===== config.mk =====
export PLATFORM = sky130hd
export DESIGN_NAME = coherence_bus_arbiter_flat
export DESIGN_NICKNAME = d
export VERILOG_FILES = /design/src/rtl/coherence_pkg.sv /design/src/rtl/coherence_bus_arbiter_if.sv /design/src/rtl/rr_arbiter2.sv /design/src/rtl/coherence_bus_arbiter.sv /design/src/flat_wrapper.sv
export SDC_FILE = /design/constraint.sdc
export NUM_CORES = 1
export LEC_CHECK = 0
export CAP_MARGIN = 0
export CORE_MARGIN = 8
export CORE_UTILIZATION = 35
export DETAILED_ROUTE_END_ITERATION = 8
export PLACE_DENSITY_LB_ADDON = 0.2
export SKIP_CTS_REPAIR_TIMING = 1
export SLEW_MARGIN = 20
export SYNTH_ARGS = -nofsm -noshare
export SYNTH_HDL_FRONTEND = slang
export SYNTH_SLANG_ARGS = --single-unit
export TNS_END_PERCENT = 10

===== constraint.sdc =====
create_clock -name clock -period 2.8 [get_ports clock]
set_clock_uncertainty 0.05 [all_clocks]
set_input_delay 0.42 -clock clock [delete_from_list [all_inputs] [get_ports clock]]
set_output_delay 0.42 -clock clock [all_outputs]
set_load 0.03 [all_outputs]

===== src/rtl/coherence_pkg.sv =====
// Shared types and field layout for the snooping-bus arbiter.
// Message layout: {type[8:7], tag[6:4], value[3:0]}.
package coherence_pkg;

  localparam int MSG_W    = 9;
  localparam int TAG_W    = 3;
  localparam int DATA_W   = 4;
  localparam int TYPE_LSB = 7;
  localparam int TAG_LSB  = 4;
  localparam int VAL_LSB  = 0;

  typedef enum logic [1:0] {
    MT_NONE       = 2'b00,
    MT_READ_MISS  = 2'b01,
    MT_READ_HIT   = 2'b10,
    MT_WRITE_BACK = 2'b11
  } msg_type_e;

  typedef enum logic [2:0] {
    ST_IDLE,
    ST_BCAST,
    ST_SNOOP,
    ST_MEM,
    ST_DONE
  } state_e;

  // Every output is a register; the whole bank lives in one struct.
  typedef struct packed {
    state_e              state;
    logic [1:0]          gnt;
    logic                idx;
    logic                last;
    logic [MSG_W-1:0]    msg;
    logic [1:0]          done;
    logic                err;
    logic [DATA_W-1:0]   rsp;
    logic [DATA_W-1:0]   pend;
    logic                busy;
    logic                mem_req;
    logic                mem_we;
    logic [TAG_W-1:0]    mem_tag;
    logic [DATA_W-1:0]   mem_wdata;
    logic [7:0]          cnt;
  } arb_regs_t;

  function automatic msg_type_e msg_type(input logic [MSG_W-1:0] m);
    return msg_type_e'(m[MSG_W-1:TYPE_LSB]);
  endfunction

  function automatic logic [TAG_W-1:0] msg_tag(input logic [MSG_W-1:0] m);
    return m[TYPE_LSB-1:TAG_LSB];
  endfunction

  function automatic logic [DATA_W-1:0] msg_val(input logic [MSG_W-1:0] m);
    return m[TAG_LSB-1:VAL_LSB];
  endfunction

endpackage


===== src/rtl/coherence_bus_arbiter_if.sv =====
// Signal bundle between the two cache controllers, main memory and the arbiter.
// The arbiter connects through 'slave'; the environment side uses 'master'.
interface coherence_bus_arbiter_if;
  import coherence_pkg::*;

  logic [1:0]        req;
  logic [MSG_W-1:0]  msg0;
  logic [MSG_W-1:0]  msg1;
  logic [1:0]        snoop_wb;
  logic [DATA_W-1:0] wb_data0;
  logic [DATA_W-1:0] wb_data1;
  logic              mem_ack;
  logic [DATA_W-1:0] mem_rdata;
  logic [1:0]        gnt;
  logic [MSG_W-1:0]  bus_msg;
  logic [1:0]        done;
  logic [DATA_W-1:0] rsp_data;
  logic              err;
  logic              busy;
  logic              mem_req;
  logic              mem_we;
  logic [TAG_W-1:0]  mem_tag;
  logic [DATA_W-1:0] mem_wdata;

  modport slave (
    input  req, msg0, msg1, snoop_wb, wb_data0, wb_data1, mem_ack, mem_rdata,
    output gnt, bus_msg, done, rsp_data, err, busy, mem_req, mem_we, mem_tag, mem_wdata
  );

  modport master (
    output req, msg0, msg1, snoop_wb, wb_data0, wb_data1, mem_ack, mem_rdata,
    input  gnt, bus_msg, done, rsp_data, err, busy, mem_req, mem_we, mem_tag, mem_wdata
  );

endinterface


===== src/rtl/rr_arbiter2.sv =====
// Two-way round-robin pick: on a tie the requester that was not served last wins.
module rr_arbiter2 (
  input  logic [1:0] req,
  input  logic       last,
  output logic [1:0] gnt
);

  always_comb begin
    gnt = req;
    if (req == 2'b11) gnt = last ? 2'b01 : 2'b10;
  end

endmodule


===== src/rtl/coherence_bus_arbiter.sv =====
// Snooping-bus sequencer: round-robin grant, broadcast, snoop, optional memory
// access with timeout, then a one-cycle done pulse to the granted requester.
module coherence_bus_arbiter
  import coherence_pkg::*;
#(
  parameter int unsigned MEM_TIMEOUT = 15
) (
  input  logic                    clock,
  input  logic                    resetn,
  coherence_bus_arbiter_if.slave  bus
);

  arb_regs_t         q, d;
  logic [1:0]        pick;
  logic              other_wb;
  logic [DATA_W-1:0] other_data;
  logic [7:0]        cnt_inc;

  rr_arbiter2 u_rr (
    .req  (bus.req),
    .last (q.last),
    .gnt  (pick)
  );

  // The snooper is always the requester that does not own the bus.
  assign other_wb   = q.idx ? bus.snoop_wb[0] : bus.snoop_wb[1];
  assign other_data = q.idx ? bus.wb_data0 : bus.wb_data1;
  assign cnt_inc    = q.cnt + 8'd1;

  always_comb begin
    // NOTE: start from the held value so every field has an assignment on every path; no latches.
    d = q;
    unique case (q.state)
      ST_IDLE: begin
        if (|pick) begin
          d.state = ST_BCAST;
          d.gnt   = pick;
          d.idx   = pick[1];
          d.msg   = pick[1] ? bus.msg1 : bus.msg0;
        end
      end
      ST_BCAST: begin
        if (msg_type(q.msg) == MT_NONE) begin
          d.state = ST_DONE;
          d.done  = q.gnt;
          d.rsp   = '0;
        end else begin
          d.state = ST_SNOOP;
        end
      end
      ST_SNOOP: begin
        d.mem_tag = msg_tag(q.msg);
        d.cnt     = '0;
        d.pend    = '0;
        unique case (msg_type(q.msg))
          MT_READ_MISS: begin
            d.state     = ST_MEM;
            d.mem_req   = 1'b1;
            d.mem_we    = other_wb;
            d.mem_wdata = other_wb ? other_data : '0;
            d.pend      = other_wb ? other_data : '0;
          end
          MT_WRITE_BACK: begin
            d.state     = ST_MEM;
            d.mem_req   = 1'b1;
            d.mem_we    = 1'b1;
            d.mem_wdata = msg_val(q.msg);
          end
          default: begin
            d.state   = ST_DONE;
            d.done    = q.gnt;
            d.rsp     = '0;
            d.mem_tag = '0;
          end
        endcase
      end
      ST_MEM: begin
        if (bus.mem_ack || cnt_inc == 8'(MEM_TIMEOUT)) begin
          d.state     = ST_DONE;
          d.done      = q.gnt;
          d.err       = !bus.mem_ack;
          d.rsp       = !bus.mem_ack ? '0 : (q.mem_we ? q.pend : bus.mem_rdata);
          d.mem_req   = 1'b0;
          d.mem_we    = 1'b0;
          d.mem_tag   = '0;
          d.mem_wdata = '0;
        end else begin
          d.cnt = cnt_inc;
        end
      end
      ST_DONE: begin
        d.state = ST_IDLE;
        d.last  = q.idx;
        d.gnt   = '0;
        d.msg   = '0;
        d.done  = '0;
        d.err   = 1'b0;
        d.rsp   = '0;
        d.pend  = '0;
      end
      default: d.state = ST_IDLE;
    endcase
    d.busy = (d.state != ST_IDLE);
  end

  always_ff @(posedge clock) begin
    // NOTE: reset is synchronous and clears every register, aborting any transaction silently.
    if (!resetn) begin
      q      <= '0;
      q.last <= 1'b1;
    end else begin
      // NOTE: state registers use non-blocking assignment so all fields update together.
      q <= d;
    end
  end

  assign bus.gnt       = q.gnt;
  assign bus.bus_msg   = q.msg;
  assign bus.done      = q.done;
  assign bus.rsp_data  = q.rsp;
  assign bus.err       = q.err;
  assign bus.busy      = q.busy;
  assign bus.mem_req   = q.mem_req;
  assign bus.mem_we    = q.mem_we;
  assign bus.mem_tag   = q.mem_tag;
  assign bus.mem_wdata = q.mem_wdata;

endmodule


===== src/flat_wrapper.sv =====
// flat-port wrapper written by rule: the top's interface ports become plain ports
module coherence_bus_arbiter_flat import coherence_pkg::*;
#(
  parameter int unsigned MEM_TIMEOUT = 15
)
  (clock, resetn, bus_req, bus_msg0, bus_msg1, bus_snoop_wb, bus_wb_data0, bus_wb_data1, bus_mem_ack, bus_mem_rdata, bus_gnt, bus_bus_msg, bus_done, bus_rsp_data, bus_err, bus_busy, bus_mem_req, bus_mem_we, bus_mem_tag, bus_mem_wdata);
  coherence_bus_arbiter_if bus_i ();
  input  logic clock;
  input  logic resetn;
  input wire logic [$bits(bus_i.req)-1:0] bus_req;
  input wire logic [$bits(bus_i.msg0)-1:0] bus_msg0;
  input wire logic [$bits(bus_i.msg1)-1:0] bus_msg1;
  input wire logic [$bits(bus_i.snoop_wb)-1:0] bus_snoop_wb;
  input wire logic [$bits(bus_i.wb_data0)-1:0] bus_wb_data0;
  input wire logic [$bits(bus_i.wb_data1)-1:0] bus_wb_data1;
  input wire logic [$bits(bus_i.mem_ack)-1:0] bus_mem_ack;
  input wire logic [$bits(bus_i.mem_rdata)-1:0] bus_mem_rdata;
  output wire logic [$bits(bus_i.gnt)-1:0] bus_gnt;
  output wire logic [$bits(bus_i.bus_msg)-1:0] bus_bus_msg;
  output wire logic [$bits(bus_i.done)-1:0] bus_done;
  output wire logic [$bits(bus_i.rsp_data)-1:0] bus_rsp_data;
  output wire logic [$bits(bus_i.err)-1:0] bus_err;
  output wire logic [$bits(bus_i.busy)-1:0] bus_busy;
  output wire logic [$bits(bus_i.mem_req)-1:0] bus_mem_req;
  output wire logic [$bits(bus_i.mem_we)-1:0] bus_mem_we;
  output wire logic [$bits(bus_i.mem_tag)-1:0] bus_mem_tag;
  output wire logic [$bits(bus_i.mem_wdata)-1:0] bus_mem_wdata;
  assign bus_i.req = bus_req;
  assign bus_i.msg0 = bus_msg0;
  assign bus_i.msg1 = bus_msg1;
  assign bus_i.snoop_wb = bus_snoop_wb;
  assign bus_i.wb_data0 = bus_wb_data0;
  assign bus_i.wb_data1 = bus_wb_data1;
  assign bus_i.mem_ack = bus_mem_ack;
  assign bus_i.mem_rdata = bus_mem_rdata;
  assign bus_gnt = bus_i.gnt;
  assign bus_bus_msg = bus_i.bus_msg;
  assign bus_done = bus_i.done;
  assign bus_rsp_data = bus_i.rsp_data;
  assign bus_err = bus_i.err;
  assign bus_busy = bus_i.busy;
  assign bus_mem_req = bus_i.mem_req;
  assign bus_mem_we = bus_i.mem_we;
  assign bus_mem_tag = bus_i.mem_tag;
  assign bus_mem_wdata = bus_i.mem_wdata;
  coherence_bus_arbiter #(.MEM_TIMEOUT(MEM_TIMEOUT)) u_core (.clock(clock), .resetn(resetn), .bus(bus_i));
endmodule

==> results.py <==
metrics = {
    "run_status": {
        "status": "finished, final reports clean",
    },
    "cts": {
        "insertion_delay_ns": 0.30,
        "cts_root_buffer": "clkbuf_8",
        "max-clock-path-buffers": 2,
        "numCtsBuffers": 5,
        "clkTransAtPathRegs_ns": 0.09,
        "cts_tree": "yes",
        "clock_sinks": 45,
        "h-tree-depth": 2,
    },
    "timing": {
        "finalHoldViolations": 0,
        "post-route-min-period_ns": 2.12,
        "slew_headroom_pct": 46.1,
        "whs_ns": 0.422,
        "slew_viol_final": 0,
        "final.setup.tns_ns": 0,
        "finalSetupViolCount": 0,
        "grt_setup_unrepaired": "false",
        "fmax_mhz": 471,
        "period_share_pct": 75.8,
        "setup_ws_ns": 0.676,
        "tightest_slew_ns": 0.800,
    },
    "detailed_routing": {
        "vias": 2196,
        "drc": 0,
        "viasPerCell": 5.14,
        "routed_wl_um": 6610,
        "first_pass_iters": 4,
        "ant_nets": 0,
        "drt-wirelength-per-cell_um": 15.5,
        "drtIter0Drc": 121,
    },
    "layout": {
        "layout-drive-gt1-share_pct": 6.10,
        "layout.nets": 366,
        "antenna_cells": 0,
        "area_growth_pct": 26.5,
        "stdcell_count": 427,
    },
    "floorplan": {
        "num_rows": 31,
        "io-pin-count": 65,
        "die-area_um2": 10100,
        "die_h_um": 101,
        "core_area_um2": 7100,
        "start_util_pct": 35.3,
        "die_w_um": 101,
    },
    "setup_path": {
        "cp_max_fo": 8,
        "worstPathRequired_ns": 2.93,
        "critPathArrivalTime_ns": 2.25,
        "worst-path-buf-inv": 0,
        "crit_slowest_cell": "dfxtp_1",
        "crit_family": "simple AND/OR/NAND/NOR gates",
        "reg2reg_setup_slack_ns": 0.68,
        "slowest_delay_ns": 0.46,
        "cp-start-kind": "register",
        "critPathCaptureType": "register",
        "worstPathCellList": "ha_1 > nor3b_1 > nand4b_1 > a31o_2 > nor4_2 > o22ai_1",
        "worstSetupPathType": "register to register",
    },
    "placement": {
        "io_buffers": 64,
        "gp_congestion": 0.806,
        "dp_worst_setup_slack_ns": 0.652,
        "dp.cells": 419,
        "place_hpwl_um": 5120,
    },
    "pwr": {
        "p_per_area_nw_per_um2": 519,
        "leakagePower_nw": 1.16,
        "peakVddDrop_uv": 206,
        "power_mw": 1.64,
    },
    "synthesis": {
        "synthDistinctLibCells": 53,
        "syn_avg_cell_area_um2": 8.63,
        "syn-num-nets": 329,
        "synth_edf_count": 0,
        "seq_area_frac_synth_pct": 36.0,
        "synth_ff_type": "dfxtp_1",
        "ys_seq_elements": 45,
        "syn_area_um2": 2500,
        "netlist.area_leader.share_pct": 36.0,
        "syn_inst": 290,
        "synth_warnings": 0,
        "synthArstFlopShare_pct": 0,
        "yosys.area.top_type": "dfxtp_1",
        "yosys-top-cells-area": "dfxtp_1, buf_4, mux2i_1, a211oi_1, nor2_1",
    },
    "global_routing": {
        "globalRouteOverflowTotal": 0,
        "grt_max_degree": 33,
        "grt_pass1_wl_um": 11000,
        "grtUsageTotal_pct": 13.5,
        "grt_pass1_vias": 2116,
        "antenna_found_initial": 0,
    },
    "worst_hold_path": {
        "hold_path_class": "register to register",
    },
    "job": {
        "maxCapViolations": 0,
    },
}
-- cells by family (layout without fill, tap and decap cells) --
family                   Yosys count  after routing  synth area share [%]
flip-flops                        45             45                  36.0
buffers and inverters             45             83                  10.4
XOR/XNOR                           1              1                 0.350
AO/OA/AOI/OAI                     81             81                  23.8
adder cells (fa/ha/maj)            2              2                 0.999
multiplexers                      17             17                  6.80
AND/OR/NAND/NOR                   99             99                  21.6
-- sequential cells by signal, summed over array words and instances (netlist names) --
| signal | cells |
|---|---|
| u_core.bus.gnt | 2 |
| u_core.bus.busy | 1 |
| u_core.bus.mem_we | 1 |
| u_core.bus.err | 1 |
| u_core.bus.mem_wdata | 4 |
| u_core.bus.bus_msg | 9 |
| u_core.bus.rsp_data | 4 |
| u_core.q | 17 |
| u_core.bus.mem_req | 1 |
| u_core.bus.mem_tag | 3 |
| u_core.bus.done | 2 |
-- cells in the mapped netlist (2+ instances only) --
cell,count
a211oi_1,11
a21boi_0,2
a21boi_1,3
a21oi_1,10
a22o_1,2
a22oi_1,5
a32o_1,4
and2_1,3
and3_1,6
buf_2,2
buf_4,24
clkbuf_1,13
dfxtp_1,45
ha_1,2
inv_1,5
mux2i_1,17
nand2_1,20
nand2b_1,4
nand3_1,7
nand4b_1,3
nor2_1,22
nor2b_1,11
nor3_1,4
nor3b_1,4
nor4_1,2
o211a_1,2
o211ai_1,5
o21a_1,3
o21ai_0,11
o21ai_1,2
o22ai_1,5
o2bb2ai_1,5
o31a_1,2
o41ai_1,3
or4_1,3
-- final timing paths --
kind	startpoint	end	cells past startpoint
worst max-delay path	u_core.q[1]	u_core.bus.rsp_data[2]	6
worst min-delay path	u_core.bus.mem_wdata[0]	u_core.bus.mem_wdata[0]	1
worst max register to register	u_core.q[1]	u_core.bus.rsp_data[2]	6
worst min register to register	u_core.bus.mem_wdata[0]	u_core.bus.mem_wdata[0]	1
-- routing by layer --
metal	global-route usage [%]	up-vias	wire length [µm]
met4	3.26	0	60
met1	17.7	1013	3170
li1	-	1127	-
met5	0	-	0
met3	3.87	5	345
met2	21.1	51	3030
-- placed cells by master, fill, tap and decap left out, types with 2 or more instances in the layout --
cell and n:
a211oi_1 11, a21boi_1 4, a21oi_1 10, a22o_1 2, a22oi_1 5, a32o_1 4, and2_1 3, and3_1 6
buf_4 6, clkbuf_8 6, clkdlybuf4s50_1 64, dfxtp_1 45, ha_1 2, inv_1 5, mux2i_1 17, nand2_1 20
nand2b_1 4, nand3_1 7, nand4b_1 3, nor2_1 22, nor2b_1 11, nor3_1 4, nor3b_1 4, nor4_1 2
o211a_1 2, o211ai_1 5, o21a_1 3, o21ai_0 11, o21ai_1 2, o22ai_1 5, o2bb2ai_1 5, o31a_1 2
o41ai_1 3, or4_1 3
-- power by group --
part | switching [mW] | internal [mW] | total (mW)
logic | 0.260 | 0.209 | 0.469
registers | 0.0579 | 0.689 | 0.747
clock network | 0.228 | 0.200 | 0.428
-- metrics by stage --
step	utilization (%)	instance area, µm²
after detailed placement	43.3	3070
after global placement	43.3	3070
final	44.6	3170
after CTS	44.6	3170
after global routing	44.6	3170
after floorplan	-	2500
-- final cells by class --
cell class,instances,area [µm²]
Fill cell,703,3930
Multi-Input combinational cell,200,1340
Sequential cell,45,901
Timing Repair Buffer,70,686
Tap cell,99,124
Clock buffer,6,82.6
Inverter,5,18.8
Clock inverter,2,13.8
No activity file was read; power rests on OpenSTA's default activity.
